`config.mk`:
```
export PLATFORM = sky130hd
export DESIGN_NAME = button_conditioner
export DESIGN_NICKNAME = d
export VERILOG_FILES = /design/src/rtl/button_conditioner.sv
export SDC_FILE = /design/constraint.sdc
export NUM_CORES = 1
export LEC_CHECK = 0
export BUFFER_PORTS_ARGS = -buffer_cell sky130_fd_sc_hd__buf_2
export CAP_MARGIN = 30
export CORE_ASPECT_RATIO = 0.7
export CORE_MARGIN = 4
export CORE_UTILIZATION = 55
export DETAILED_ROUTE_END_ITERATION = 16
export PLACE_DENSITY_LB_ADDON = 0.2
export SLEW_MARGIN = 10
export SYNTH_ARGS = -nofsm -noshare
export SYNTH_HDL_FRONTEND = slang
export SYNTH_SLANG_ARGS = --single-unit
```
`constraint.sdc`:
```
create_clock -name clk -period 2.4 [get_ports clk]
set_input_delay 0.6 -clock clk [delete_from_list [all_inputs] [get_ports clk]]
set_output_delay 0.6 -clock clk [all_outputs]
set_load 0.05 [all_outputs]
```
`src/rtl/button_conditioner.sv`:
```
// Turns raw push-button levels into clean strobes: per bit a 2-flop synchroniser,
// a sampled saturating-counter debouncer, a rising-edge press pulse and a toggle register.
module button_conditioner #(
    parameter int unsigned WIDTH          = 4,
    parameter int unsigned SAMPLE_CNT_MAX = 62500,
    parameter int unsigned PULSE_CNT_MAX  = 200
) (
    input  logic             clk,
    input  logic             rst_n,
    input  logic [WIDTH-1:0] buttons,
    output logic [WIDTH-1:0] debounced,
    output logic [WIDTH-1:0] pressed,
    output logic [WIDTH-1:0] toggle
);

    localparam int unsigned SampleW = $clog2(SAMPLE_CNT_MAX);
    localparam int unsigned PulseW  = $clog2(PULSE_CNT_MAX + 1);

    localparam logic [SampleW-1:0] SampleLast = SampleW'(SAMPLE_CNT_MAX - 1);
    localparam logic [PulseW-1:0]  PulseMax   = PulseW'(PULSE_CNT_MAX);

    logic [WIDTH-1:0]              sync1_q, sync2_q;
    logic [SampleW-1:0]            sample_cnt_q, sample_cnt_d;
    logic                          sample_tick;
    logic [WIDTH-1:0][PulseW-1:0]  pulse_cnt_q, pulse_cnt_d;
    logic [WIDTH-1:0]              debounced_q;
    logic [WIDTH-1:0]              toggle_q, toggle_d;

    // One shared free-running sample strobe paces every bit's debouncer.
    assign sample_tick  = (sample_cnt_q == SampleLast);
    assign sample_cnt_d = sample_tick ? '0 : sample_cnt_q + SampleW'(1);

    always_comb begin
        pulse_cnt_d = pulse_cnt_q;
        for (int i = 0; i < WIDTH; i++) begin
            // Any low cycle restarts qualification; a full count saturates.
            if (!sync2_q[i]) begin
                pulse_cnt_d[i] = '0;
            end else if (sample_tick && (pulse_cnt_q[i] < PulseMax)) begin
                pulse_cnt_d[i] = pulse_cnt_q[i] + PulseW'(1);
            end
        end
    end

    always_comb begin
        debounced = '0;
        for (int i = 0; i < WIDTH; i++) begin
            debounced[i] = (pulse_cnt_q[i] == PulseMax);
        end
    end

    assign pressed  = debounced & ~debounced_q;
    assign toggle_d = toggle_q ^ pressed;
    assign toggle   = toggle_q;

    always_ff @(posedge clk or negedge rst_n) begin
        if (!rst_n) begin
            sync1_q      <= '0;
            sync2_q      <= '0;
            sample_cnt_q <= '0;
            pulse_cnt_q  <= '0;
            debounced_q  <= '0;
            toggle_q     <= '0;
        end else begin
            sync1_q      <= buttons;
            sync2_q      <= sync1_q;
            sample_cnt_q <= sample_cnt_d;
            pulse_cnt_q  <= pulse_cnt_d;
            debounced_q  <= debounced;
            toggle_q     <= toggle_d;
        end
    end

endmodule
```
* Word level (Yosys, flattened, before mapping)
Index checks and enable logic that the tools add are counted.
Word-level totals: register bits 64, bits in latches 0, bits in writable memories 0, memory bits (read-only) 0, bits of input ports 6, output and inout bits 12, logic and storage cells 43, memories 0
Cells by class: $add $sub $neg 5, $mul 0, divide/modulo/power cells 0, magnitude comparators 4, eq/ne operators 9, shift-type cells 0, mux-type cells 9, bitwise operators 3, reduce and logical (&&, ||, !) cells 4
Operator list (count):
- $mux W8 | 8
- $add A8 B1 Y8 const B | 4
- $eq A8 B8 Y1 const B | 4
- $lt A8 B8 Y1 const B | 4
- $add A16 B1 Y16 const B | 1
- $eq A16 B16 Y1 const B | 1
- $mux W16 | 1
- $ne A2 B1 Y1 const B | 4
- $and A4 B4 Y4 | 1
- $logic_and A1 B1 Y1 | 4
- $not A4 Y4 | 1
- $xor A4 B4 Y4 | 1

* Longest topological paths before layout
depth in word-level cells 4, gate-level depth with buffers 7, depth with buffers taken out 6

* Worst setup path after synthesis
OpenSTA, ideal clock, no wires.
path kind reg2out, from register pulse_cnt_q[29] (netlist name), to output port pressed[3], arrival time 3.199 ns, data required time 1.800 ns, setup slack -1.399 ns, cell stages (with the launch flop) 4, cells stage by stage dfrtp_1 -> or2_2 -> nor4_1 -> nor2b_1
On the way: longest elaborated chain between the ends 2
RTL lines:
- start, declared | line 25 | logic [WIDTH-1:0][PulseW-1:0] pulse_cnt_q, pulse_cnt_d;
- start signal, assigned | line 68 | pulse_cnt_q <= pulse_cnt_d;
- $eq A8 B8 Y1 | line 48 | debounced[i] = (pulse_cnt_q[i] == PulseMax);
- named net debounced[3] | line 11 | output logic [WIDTH-1:0] debounced,
- $and A4 B4 Y4 | line 52 | assign pressed = debounced & ~debounced_q;
- end, declared | line 12 | output logic [WIDTH-1:0] pressed,
The timed path passes the listed nets, and every way through them passes these cells.

* Final worst setup path
from register pulse_cnt_q[16] (netlist name), to output port pressed[2]
On the way: longest elaborated chain between the ends 2
RTL lines (line):
- $eq A8 B8 Y1 | 48
- $and A4 B4 Y4 | 52
No other way between the ends.

==> results.sh <==
export IMPL_outcome="completed"
export IMPL_fp_dieW_um=98.68
export IMPL_top_layer_used="met4"
export IMPL_drt_vias_per_instance=6.144
export IMPL_seq_area_frac_synth_pct=50.59
export IMPL_synth_edf_count=0
export IMPL_synth_cell_types=39
export IMPL_path_clk_slew_ns=0.07
export IMPL_postLayoutCellArea_um2=3807
export IMPL_h_tree_depth=3
export IMPL_nFillCells=400
export IMPL_comb_power_share_pct=1.7
export IMPL_max_freq_mhz=428.2
export IMPL_place_area_um2=3403
export IMPL_syn_nets=327
export IMPL_arrival_ns=1.74
export IMPL_critPathMaxFanout=3
export IMPL_grtUsageTotal_pct=19.91
export IMPL_worst_pin_slew_ns=0.4093
export IMPL_core_um2=5395
export IMPL_ys_flop_type="dfrtp_1"
export IMPL_setup_viol=0
export IMPL_yosysTopAreaCell="dfrtp_1"
export IMPL_drt_iter0_drc=120
export IMPL_wl_met1_mm=3.232
export IMPL_cap_violations=0
export IMPL_cts_root_buf="clkbuf_8"
export IMPL_syn_to_final_growth_pct=20.28
export IMPL_critPathKind="reg -> out"
export IMPL_power_internal_w=0.001727
export IMPL_dr_wl_met3_um=415
export IMPL_fin_nets=363
export IMPL_place_ws_ns=0.3022
export IMPL_synth_cells=312
export IMPL_fin_skew_ns=0.008712
export IMPL_netSwitchingFraction_pct=19.82
export IMPL_synth_seq_cells=64
export IMPL_layout_setup_ws_ns=0.06442
export IMPL_route_detailed_drc=0
export IMPL_slew_viol_final=0
export IMPL_relSlewSlack_pct=72.61
export IMPL_wl_per_cell_um=15.94
export IMPL_cts_sinks=64
export IMPL_seq_power_share_pct=50.5
export IMPL_numCtsBuffers=9
export IMPL_yosysTopAreaCellShare_pct=50.59
export IMPL_powerDensity_nw_per_um2=565.8
export IMPL_p_leak_nw=1.597
export IMPL_met2_length_mm=3.013
export IMPL_yosysWarnings=0
export IMPL_initial_core_util_pct=58.67
export IMPL_tritoncts="built"
export IMPL_vias=2605
export IMPL_fin_crit_sh_pct=97.32
export IMPL_postRouteAntennaNets=0
export IMPL_syn_cell_area_um2=3166
export IMPL_cp_data_required_time_ns=1.80
export IMPL_start_kind="flop"
export IMPL_hpwl_mm=4.454
export IMPL_grt_pass1_wl_mm=11.21
export IMPL_overflow=0
export IMPL_p_sw_w=0.0004269
export IMPL_grt_max_degree=65
export IMPL_first_pass_iters=5
export IMPL_diodes=0
export IMPL_worstHoldPathType="in -> async"
export IMPL_routabilityCongestion=0.8917
export IMPL_die_area_um2=7053
export IMPL_hold_viol=0
export IMPL_core_rowCount=22
export IMPL_vdd_drop_max_mv=0.3557
export IMPL_grt_antenna_before_repair=0
export IMPL_die_h_um=71.48
export IMPL_netlist_top_cells_area="dfrtp_1 51%, nand3_1 4.3%, a21oi_1 3.8%, ha_1 3.6%, or4_1 3.6%"
export IMPL_clockBufferDepth=2
export IMPL_io_pins=18
export IMPL_pwr_share_clk_pct=47.8
export IMPL_grt_pass1_vias=2355
export IMPL_clock_latency_ns=0.35
export IMPL_fin_crit_ns=2.336
export IMPL_layout_drive_gt1_share_pct=21.31
export IMPL_wl_mm=6.758
export IMPL_numPortBuffers=17
export IMPL_synthArstFlopShare_pct=100.0
export IMPL_syn_avg_cell_area_um2=10.15
export IMPL_cp_end_kind="output pin"
[synth_stat cells (4+ instances only)]
cell type,count
dfrtp_1,64
nand3_1,27
a21oi_1,24
inv_1,20
nand2_1,18
or4_1,15
nor2_1,13
o31ai_1,13
nand4_1,12
o21ai_0,12
clkbuf_1,9
ha_1,9
xnor2_1,8
nor3_1,7
nor4_1,7
xor2_1,7
and4_1,4
nor3b_1,4
or2_2,4
[cell type report]
| class | count | area (µm²) | share of cell area [%] |
|---|---|---|---|
| Inverter | 20 | 75.07 | 1.972 |
| Timing Repair Buffer | 36 | 277.8 | 7.295 |
| Sequential cell | 64 | 1608 | 42.23 |
| Clock inverter | 3 | 65.06 | 1.709 |
| Tap cell | 72 | 90.09 | 2.366 |
| Multi-Input combinational cell | 217 | 1536 | 40.35 |
| Clock buffer | 12 | 155.1 | 4.075 |
[metal layers]
metal	global-route usage (%)	vias to the layer above
met5	0	-
met4	6.212	0
met3	5.934	11
met2	28.24	88
met1	29.43	1279
li1	-	1227
[sequential cells by signal, summed over array words and instances, names as in the netlist]
| name | flops |
|---|---|
| debounced_q | 4 |
| sync1_q | 4 |
| sample_cnt_q | 16 |
| pulse_cnt_q | 32 |
| toggle | 4 |
| sync2_q | 4 |
[logic make-up (layout without fill, tap and decap cells)]
kind of cell / count (synthesis) / count (layout) / share of synthesized area (%)
muxes: 3 / 3 / 0.9487
buffers and inverters: 31 / 71 / 3.952
and+or+nand+nor: 131 / 131 / 25.30
adders and majority gates: 9 / 9 / 3.557
xor gates and xnor gates: 15 / 15 / 4.150
AOI/OAI and AO/OA: 59 / 59 / 11.50
DFF: 64 / 64 / 50.59
[power groups by stage]
| stage | Clock [W] | Sequential, W | Combinational [W] |
|---|---|---|---|
| after floorplan | 0 | 0.00111 | 0.00000602 |
| after global placement | 0 | 0.00111 | 0.0000378 |
| after detailed placement | 0 | 0.00111 | 0.0000382 |
| after CTS | 0.00105 | 0.00109 | 0.0000384 |
| after global routing | 0.00110 | 0.00109 | 0.0000427 |
| final | 0.00103 | 0.00109 | 0.0000362 |
[cells in the final DEF, fill, tap and decap left out, types with 3 or more instances in the layout]
master / count
or2_2: 4
nand2_1: 18
ha_1: 8
o21a_1: 3
nor2_1: 13
or4_1: 15
nor4b_4: 3
buf_4: 18
xnor2_1: 8
clkbuf_8: 11
inv_1: 18
xor2_1: 7
dfrtp_2: 5
nor4_1: 5
a21oi_1: 24
o21ai_0: 12
o41ai_1: 3
nand3_1: 27
nor3_1: 7
dfrtp_1: 59
mux2i_1: 3
o31ai_1: 13
and4_1: 4
buf_2: 11
nor3b_2: 3
nand4_1: 12
[worst max-delay path, cell delays in order, from the launching register on]
cell and delay [ns]:
dfrtp_1 0.40, inv_1 0.08, ha_1 0.16, nand4_1 0.18, nor4b_4 0.36, buf_6 0.20
[per-stage QoR]
stage          setup TNS (ns)  hold WS, ns  std cells  power (W)  util [%]
2_1_floorplan         -0.1981       0.3044        312   0.001114         -
3_3_place_gp                0       0.3323        395   0.001147     63.08
3_5_place_dp                0       0.3347        395   0.001147     63.08
4_1_cts                     0       0.2787        410   0.002181     67.74
5_1_grt              -0.03888       0.2856        424   0.002230     70.57
6_report                    0       0.2677        424   0.002154     70.57
[worst paths after layout]
check                                                  from                     endpoint  slack (ns)  depth (start not counted)
worst max-delay path            pulse_cnt_q[16]$_DFFE_PN0P_                   pressed[2]        0.06                          5
worst min-delay path                                  rst_n    sample_cnt_q[9]$_DFF_PN0_        0.27                          2
worst max register to register    sample_cnt_q[0]$_DFF_PN0_  pulse_cnt_q[28]$_DFFE_PN0P_        0.33                          6
worst min register to register         sync1_q[1]$_DFF_PN0_         sync2_q[1]$_DFF_PN0_        0.35                          0
max in group asynchronous                             rst_n   pulse_cnt_q[0]$_DFFE_PN0P_        1.84                          2
min in group clk                       sync1_q[1]$_DFF_PN0_         sync2_q[1]$_DFF_PN0_        0.35                          0
[what timing repair did]
item	in CTS	in global routing
gates resized for setup	7	17
hold buffers	0	0
setup endpoints to repair	4	6
setup buffers	0	14
pin swaps	0	5
Power figures use the tool's default switching activity.
